## config.mk

```make
export PLATFORM = sky130hd
export DESIGN_NAME = shift_add_sequencer_flat
export DESIGN_NICKNAME = d
export VERILOG_FILES = /design/src/rtl/shift_add_sequencer_if.sv /design/src/rtl/shift_add_sequencer.sv /design/src/flat_wrapper.sv
export SDC_FILE = /design/constraint.sdc
export NUM_CORES = 1
export LEC_CHECK = 0
export CORE_MARGIN = 1.5
export CORE_UTILIZATION = 46
export CTS_CLUSTER_SIZE = 16
export DETAILED_ROUTE_END_ITERATION = 8
export PLACE_DENSITY = 0.86
export SETUP_SLACK_MARGIN = 0.5
export SLEW_MARGIN = 0
export SYNTH_ARGS = -nofsm -noshare
export SYNTH_HDL_FRONTEND = slang
export SYNTH_SLANG_ARGS = --single-unit
```

## constraint.sdc

```tcl
create_clock -name clk -period 3 [get_ports clk]
set_input_delay 0.3 -clock clk [delete_from_list [all_inputs] [get_ports clk]]
set_output_delay 0.3 -clock clk [all_outputs]
set_load 0.05 [all_outputs]
```

## src/rtl/shift_add_sequencer_if.sv

```systemverilog
// Handshake and shift-register bus for shift_add_sequencer.
// The master is the requester plus the external left-shift register; the sequencer is the slave.
interface shift_add_sequencer_if #(
    parameter int DW = 16
);
    localparam int DW_2 = 2 * DW;

    logic            start;
    logic [DW-1:0]   multiplier;
    logic [DW-1:0]   multiplicand;
    logic [DW_2-1:0] shift_in;
    logic [DW_2-1:0] load_value;
    logic            l_s;
    logic            permit;
    logic            busy;
    logic            done;
    logic [DW_2-1:0] product;

    modport master (
        output start, multiplier, multiplicand, shift_in,
        input  load_value, l_s, permit, busy, done, product
    );

    modport slave (
        input  start, multiplier, multiplicand, shift_in,
        output load_value, l_s, permit, busy, done, product
    );
endinterface

```

## src/rtl/shift_add_sequencer.sv

```systemverilog
// Sequential shift-add multiplier control/accumulate stage, fed by an external left-shift register.
// Optional macro SHIFT_ADD_EARLY_EXIT_EN ends RUN once no multiplier bits remain.
module shift_add_sequencer #(
    parameter int DW    = 16,
    parameter int CNT_W = $clog2(DW + 1)
) (
    input logic                  clk,
    input logic                  rst,
    shift_add_sequencer_if.slave bus
);
    localparam int DW_2 = 2 * DW;

    typedef enum logic [1:0] {IDLE, LOAD, RUN, DONE} state_t;

    state_t          state_q, state_d;
    logic [DW-1:0]   mplr_q;
    logic [DW-1:0]   mcnd_q;
    logic [DW_2-1:0] acc_q;
    logic [DW_2-1:0] product_q;
    logic [CNT_W-1:0] cnt_q;
    logic [DW_2-1:0] sum;
    logic            run_last;
    logic            l_s, permit, busy, done;

    // Sum including the current addend; also the product value on the exit edge.
    assign sum = mplr_q[0] ? (acc_q + bus.shift_in) : acc_q;

`ifdef SHIFT_ADD_EARLY_EXIT_EN
    assign run_last = (cnt_q == CNT_W'(DW - 1)) || (mplr_q[DW-1:1] == '0);
`else
    assign run_last = (cnt_q == CNT_W'(DW - 1));
`endif

    always_comb begin
        state_d = state_q;
        l_s     = 1'b0;
        permit  = 1'b1;
        busy    = 1'b1;
        done    = 1'b0;
        case (state_q)
            IDLE: begin
                busy = 1'b0;
                if (bus.start) state_d = LOAD;
            end
            LOAD: begin
                l_s     = 1'b1;
                state_d = RUN;
            end
            RUN: begin
                permit = 1'b0;
                if (run_last) state_d = DONE;
            end
            DONE: begin
                done    = 1'b1;
                state_d = IDLE;
            end
            default: state_d = IDLE;
        endcase
    end

    always_ff @(posedge clk) begin
        if (rst) begin
            state_q   <= IDLE;
            mplr_q    <= '0;
            mcnd_q    <= '0;
            acc_q     <= '0;
            product_q <= '0;
            cnt_q     <= '0;
        end else begin
            state_q <= state_d;
            case (state_q)
                IDLE: begin
                    if (bus.start) begin
                        mplr_q <= bus.multiplier;
                        mcnd_q <= bus.multiplicand;
                    end
                end
                LOAD: begin
                    acc_q <= '0;
                    cnt_q <= '0;
                end
                RUN: begin
                    acc_q  <= sum;
                    mplr_q <= mplr_q >> 1;
                    cnt_q  <= cnt_q + CNT_W'(1);
                    if (run_last) product_q <= sum;
                end
                default: ;
            endcase
        end
    end

    assign bus.load_value = {{DW{1'b0}}, mcnd_q};
    assign bus.l_s        = l_s;
    assign bus.permit     = permit;
    assign bus.busy       = busy;
    assign bus.done       = done;
    assign bus.product    = product_q;
endmodule

```

## src/flat_wrapper.sv

```systemverilog
// flat-port wrapper written by rule: the top's interface ports become plain ports
module shift_add_sequencer_flat 
#(
    parameter int DW    = 16,
    parameter int CNT_W = $clog2(DW + 1)
)
  (clk, rst, bus_start, bus_multiplier, bus_multiplicand, bus_shift_in, bus_load_value, bus_l_s, bus_permit, bus_busy, bus_done, bus_product);
  shift_add_sequencer_if #(.DW(DW)) bus_i ();
  input logic clk;
  input logic rst;
  input wire logic [$bits(bus_i.start)-1:0] bus_start;
  input wire logic [$bits(bus_i.multiplier)-1:0] bus_multiplier;
  input wire logic [$bits(bus_i.multiplicand)-1:0] bus_multiplicand;
  input wire logic [$bits(bus_i.shift_in)-1:0] bus_shift_in;
  output wire logic [$bits(bus_i.load_value)-1:0] bus_load_value;
  output wire logic [$bits(bus_i.l_s)-1:0] bus_l_s;
  output wire logic [$bits(bus_i.permit)-1:0] bus_permit;
  output wire logic [$bits(bus_i.busy)-1:0] bus_busy;
  output wire logic [$bits(bus_i.done)-1:0] bus_done;
  output wire logic [$bits(bus_i.product)-1:0] bus_product;
  assign bus_i.start = bus_start;
  assign bus_i.multiplier = bus_multiplier;
  assign bus_i.multiplicand = bus_multiplicand;
  assign bus_i.shift_in = bus_shift_in;
  assign bus_load_value = bus_i.load_value;
  assign bus_l_s = bus_i.l_s;
  assign bus_permit = bus_i.permit;
  assign bus_busy = bus_i.busy;
  assign bus_done = bus_i.done;
  assign bus_product = bus_i.product;
  shift_add_sequencer #(.DW(DW), .CNT_W(CNT_W)) u_core (.clk(clk), .rst(rst), .bus(bus_i));
endmodule
```

# After elaboration in Yosys (flattened, before gate mapping)
# Cells that the tools add are included.
# word_totals
register_bits	103
# classes
addsub	2
n_eq_ne	6
muxes	12
reduce_logical	7
# ops
op	n
32-bit one-hot mux with 2 select lines	1
32-bit adder	1
32-bit 2-to-1 mux	1
16-bit one-hot mux with 2 select lines	1
16-bit 2-to-1 mux	1
5-bit one-hot mux with 2 select lines	1
2-bit one-hot mux with 4 select lines	1
2-bit AND reduction	4
5-bit by 1-bit adder with 5-bit output, second input constant	1
5-bit by 4-bit == test with 1-bit output, second input constant	1
2-bit == test, second input constant	2
1-bit 2-to-1 mux	4
2-bit 2-to-1 mux	2
2-bit nonzero test	2
2-bit by 1-bit == test with 1-bit output, second input constant	1
2-bit logical NOT	1
2-bit by 1-bit inequality test with 1-bit output, second input constant	1
2-bit inequality test, second input constant	1

# Longest topological paths before layout
# depth
word_depth	3
ltp_mapped	11
mapped_depth_nobuf	11

# Worst setup path before layout
# OpenSTA, ideal clock, no wires.
# synth_timing
path_type	input-to-reg
from	input bus_shift_in[0]
to	register u_core.acc_q[28]
t_arrival_ns	2.766
required_ns	2.878
setup_slack_ns	0.112
stages	11
path_cell_list	ha_1 -> fa_1 -> a21o_1 -> a221oi_2 -> nor3_1 -> o31a_1 -> nor3_2 -> o31ai_2 -> a41oi_2 -> mux2i_1 -> a221o_1
# synth_via
elab_chain_cells	3
# synth_lines
element	line	rtl
start, declared	flat_wrapper.sv:14	input wire logic [$bits(bus_i.shift_in)-1:0] bus_shift_in;
32-bit adder	shift_add_sequencer.sv:26	assign sum = mplr_q[0] ? (acc_q + bus.shift_in) : acc_q;
32-bit 2-to-1 mux	shift_add_sequencer.sv:26	
32-bit one-hot mux with 2 select lines	shift_add_sequencer.sv:71	case (state_q)
end signal, assigned	shift_add_sequencer.sv:83	acc_q <= sum;
end, declared	shift_add_sequencer.sv:18	logic [DW_2-1:0] acc_q;
# No other way between the ends.
# A chain may end at the register's enable or synchronous reset.

# Worst setup path after layout
# layout_timing
from	register u_core.acc_q[0]
to	register u_core.acc_q[28]
# layout_via
elab_chain_cells	3
# layout_lines
element	line
32-bit adder	shift_add_sequencer.sv:26
32-bit 2-to-1 mux	shift_add_sequencer.sv:26
32-bit one-hot mux with 2 select lines	shift_add_sequencer.sv:71
# No other way between the ends.

==> impl_metrics.env <==
export IMPL_worstSetupPathType="flip-flop to flip-flop"
export IMPL_ys_top_cells_by_count="dfxtp_1 (103), nor2_1 (83), a21oi_1 (74)"
export IMPL_numClockSinks=103
export IMPL_status="finished, final reports clean"
export IMPL_syn_avg_cell_area_um2=8.29
export IMPL_h_tree_depth=3
export IMPL_die_width_um=116
export IMPL_drc=0
export IMPL_finalPower_mw=4.71
export IMPL_final_cells=1048
export IMPL_tightest_slew_ps=709
export IMPL_ys_warn_count=0
export IMPL_max_freq_ghz=0.335
export IMPL_nFillCells=959
export IMPL_wl_met2_um=8810
export IMPL_yosysTopAreaCell="dfxtp_1"
export IMPL_wl_per_cell_um=16.8
export IMPL_clk_pin_slew_ps=70
export IMPL_synth_edf_count=0
export IMPL_area_delta_synth_final_pct=44.3
export IMPL_clk_latency_ps=360
export IMPL_io_buffers=118
export IMPL_ios=135
export IMPL_wl_met1_um=7370
export IMPL_yosysMostFrequentCell="dfxtp_1"
export IMPL_hp_class="input pin to flip-flop"
export IMPL_grt_pass1_wl_um=26500
export IMPL_register_area_um2=2070
export IMPL_rows=41
export IMPL_crit_arrival_ps=3230
export IMPL_syn_inst=711
export IMPL_crit_required_ps=3250
export IMPL_diodes=0
export IMPL_finalCriticalPeriod_ps=2990
export IMPL_crit_path_max_fanout=3
export IMPL_grt_max_degree=64
export IMPL_start_util_pct=46.9
export IMPL_peakVddDrop_v=0.000382
export IMPL_finalMaxSlewViolations=0
export IMPL_nNetsFinal=976
export IMPL_p_leak_nw=3.44
export IMPL_r2r_start="u_core.acc_q[0]"
export IMPL_yosys_top_cells_area="dfxtp_1 (35%), ha_1 (7.9%), mux2i_1 (6.6%)"
export IMPL_drt_iter0_markers=475
export IMPL_whs_ps=405
export IMPL_synth_seq_area_share_pct=35.0
export IMPL_finalClockSkew_ps=9.13
export IMPL_routed_wl_met3_um=904
export IMPL_die_h_um=116
export IMPL_grt_pass1_vias=5593
export IMPL_multi_input_area_um2=4030
export IMPL_via_count=5880
export IMPL_rsz0062_at_grt="true"
export IMPL_setup_viol=0
export IMPL_startpoint="u_core.acc_q[0]"
export IMPL_core_um2=12600
export IMPL_postSynth_asyncResetShare_pct=0
export IMPL_ys_ff_latch=103
export IMPL_place_area_um2=7500
export IMPL_dr_pass1_iters=4
export IMPL_syn_cell_area_um2=5890
export IMPL_dieArea_um2=13500
export IMPL_dpl_hpwl_um=11200
export IMPL_cts_buffers=9
export IMPL_routed_via_density=5.61
export IMPL_synth_top_area_share_pct=35.0
export IMPL_finalWirelength_um=17700
export IMPL_post_route_period_util_pct=99.5
export IMPL_hold_buffers=0
export IMPL_powerDensity_nw_per_um2=553
export IMPL_worstHoldStart="rst"
export IMPL_worst_setup_path_end_kind="flip-flop"
export IMPL_drv_cap=0
export IMPL_max_slew_margin_pct=52.6
export IMPL_grt_antenna_before_repair=0
export IMPL_overflow=0
export IMPL_start_kind="flip-flop"
export IMPL_place_gp_congestion=0.932
export IMPL_cts_tree="built"
export IMPL_drive_gt1_share_pct=19.9
export IMPL_ant_nets=0
export IMPL_root_buffer="clkbuf_16"
export IMPL_hold_violations=0
export IMPL_ys_types=61
export IMPL_clockBufferDepth=2
export IMPL_design_area_um2=8500
export IMPL_place_inst=1010
export IMPL_top_layer="met4"
export IMPL_grt_usage_pct=24.8
export IMPL_ys_flop_type="dfxtp_1"
export IMPL_timing_setup_tns_ps=0
-- through the flow --
stage | worst slack, ps | utilization, %
after global placement | -321 | 59.7
after global routing | -55.6 | 67.7
final | 13.8 | 67.7
after floorplan | 301 | -
after detailed placement | -372 | 59.7
after CTS | 181 | 64.4
-- layer usage --
layer | track usage, % | vias to the layer above
met1 | 31.0 | 2785
met4 | 12.3 | 0
met5 | 0 | -
met2 | 42.1 | 217
li1 | - | 2833
met3 | 3.48 | 45
-- logic make-up (layout without fill, tap and decap cells) --
family	Yosys count	count (layout)	share of synthesized area, %
xor+xnor	28	28	4.16
buf+inv	81	231	6.26
simple gates	200	200	14.7
mux	40	40	6.81
fa+ha+maj	38	38	8.19
other cells	1	16	0.0636
compound gates	220	220	24.8
flops	103	103	35.0
-- sequential cells by signal, summed over array words and instances (netlist names) --
signal,cells
u_core.state_q,2
u_core.mcnd_q,16
u_core.bus.product,32
u_core.cnt_q,5
u_core.mplr_q,16
u_core.acc_q,32
-- cell usage in the layout (no fill, tap or decap), types with 8 or more instances in the layout --
cell type        count
buf_6               10
ha_1                22
clkbuf_16            9
inv_1               15
conb_1              16
ha_4                14
buf_4               72
nand2_1             71
clkdlybuf4s50_1    103
a21oi_2              8
o21ai_0             19
a21oi_1             67
a22o_1               9
nand4_1              8
dlymetal6s2s_1       8
xnor2_1             15
mux2i_1             39
nand3_1              8
a21o_1              25
dfxtp_1             96
nor2_1              82
a211oi_1            36
-- cell type report --
cell class	count	area share, %
repair buffers	199	21.6
clock inverters	6	0.809
multi-input cells	542	47.3
inverters	16	0.706
clock buffers	10	2.69
well taps	172	2.53
flip-flops and latches	103	24.4
-- critical path, stage by stage (launching register included) --
cell,delay [ps]
dfxtp_2,340
ha_4,160
fa_2,330
a21o_1,210
a221oi_4,340
nor3_2,100
o31a_1,320
nor3_2,280
o31ai_2,120
a41oi_2,250
mux2i_1,110
a221o_1,290
-- path summary, 6_finish.rpt --
path | cells after the start | slack [ps] | end
worst max-delay path | 11 | 10 | u_core.acc_q[28]
worst min-delay path | 2 | 410 | u_core.acc_q[15]
worst max register to register | 11 | 10 | u_core.acc_q[28]
worst min register to register | 2 | 450 | u_core.mcnd_q[4]
-- repair_timing --
| action | CTS | global route |
|---|---|---|
| setup endpoints to repair | 37 | 48 |
| resized for setup | 39 | 64 |
| pin swaps | 26 | 36 |
| hold endpoints to repair | 0 | 0 |
| setup buffers | 12 | 10 |
-- power by group --
part | switching [mW] | total [mW] | leakage (nW) | internal [mW]
logic | 1.20 | 1.89 | 2.46 | 0.682
clock network | 0.543 | 1.19 | 0.143 | 0.652
registers | 0.113 | 1.63 | 0.840 | 1.51
Note: power is estimated with default switching activity, not from simulation.
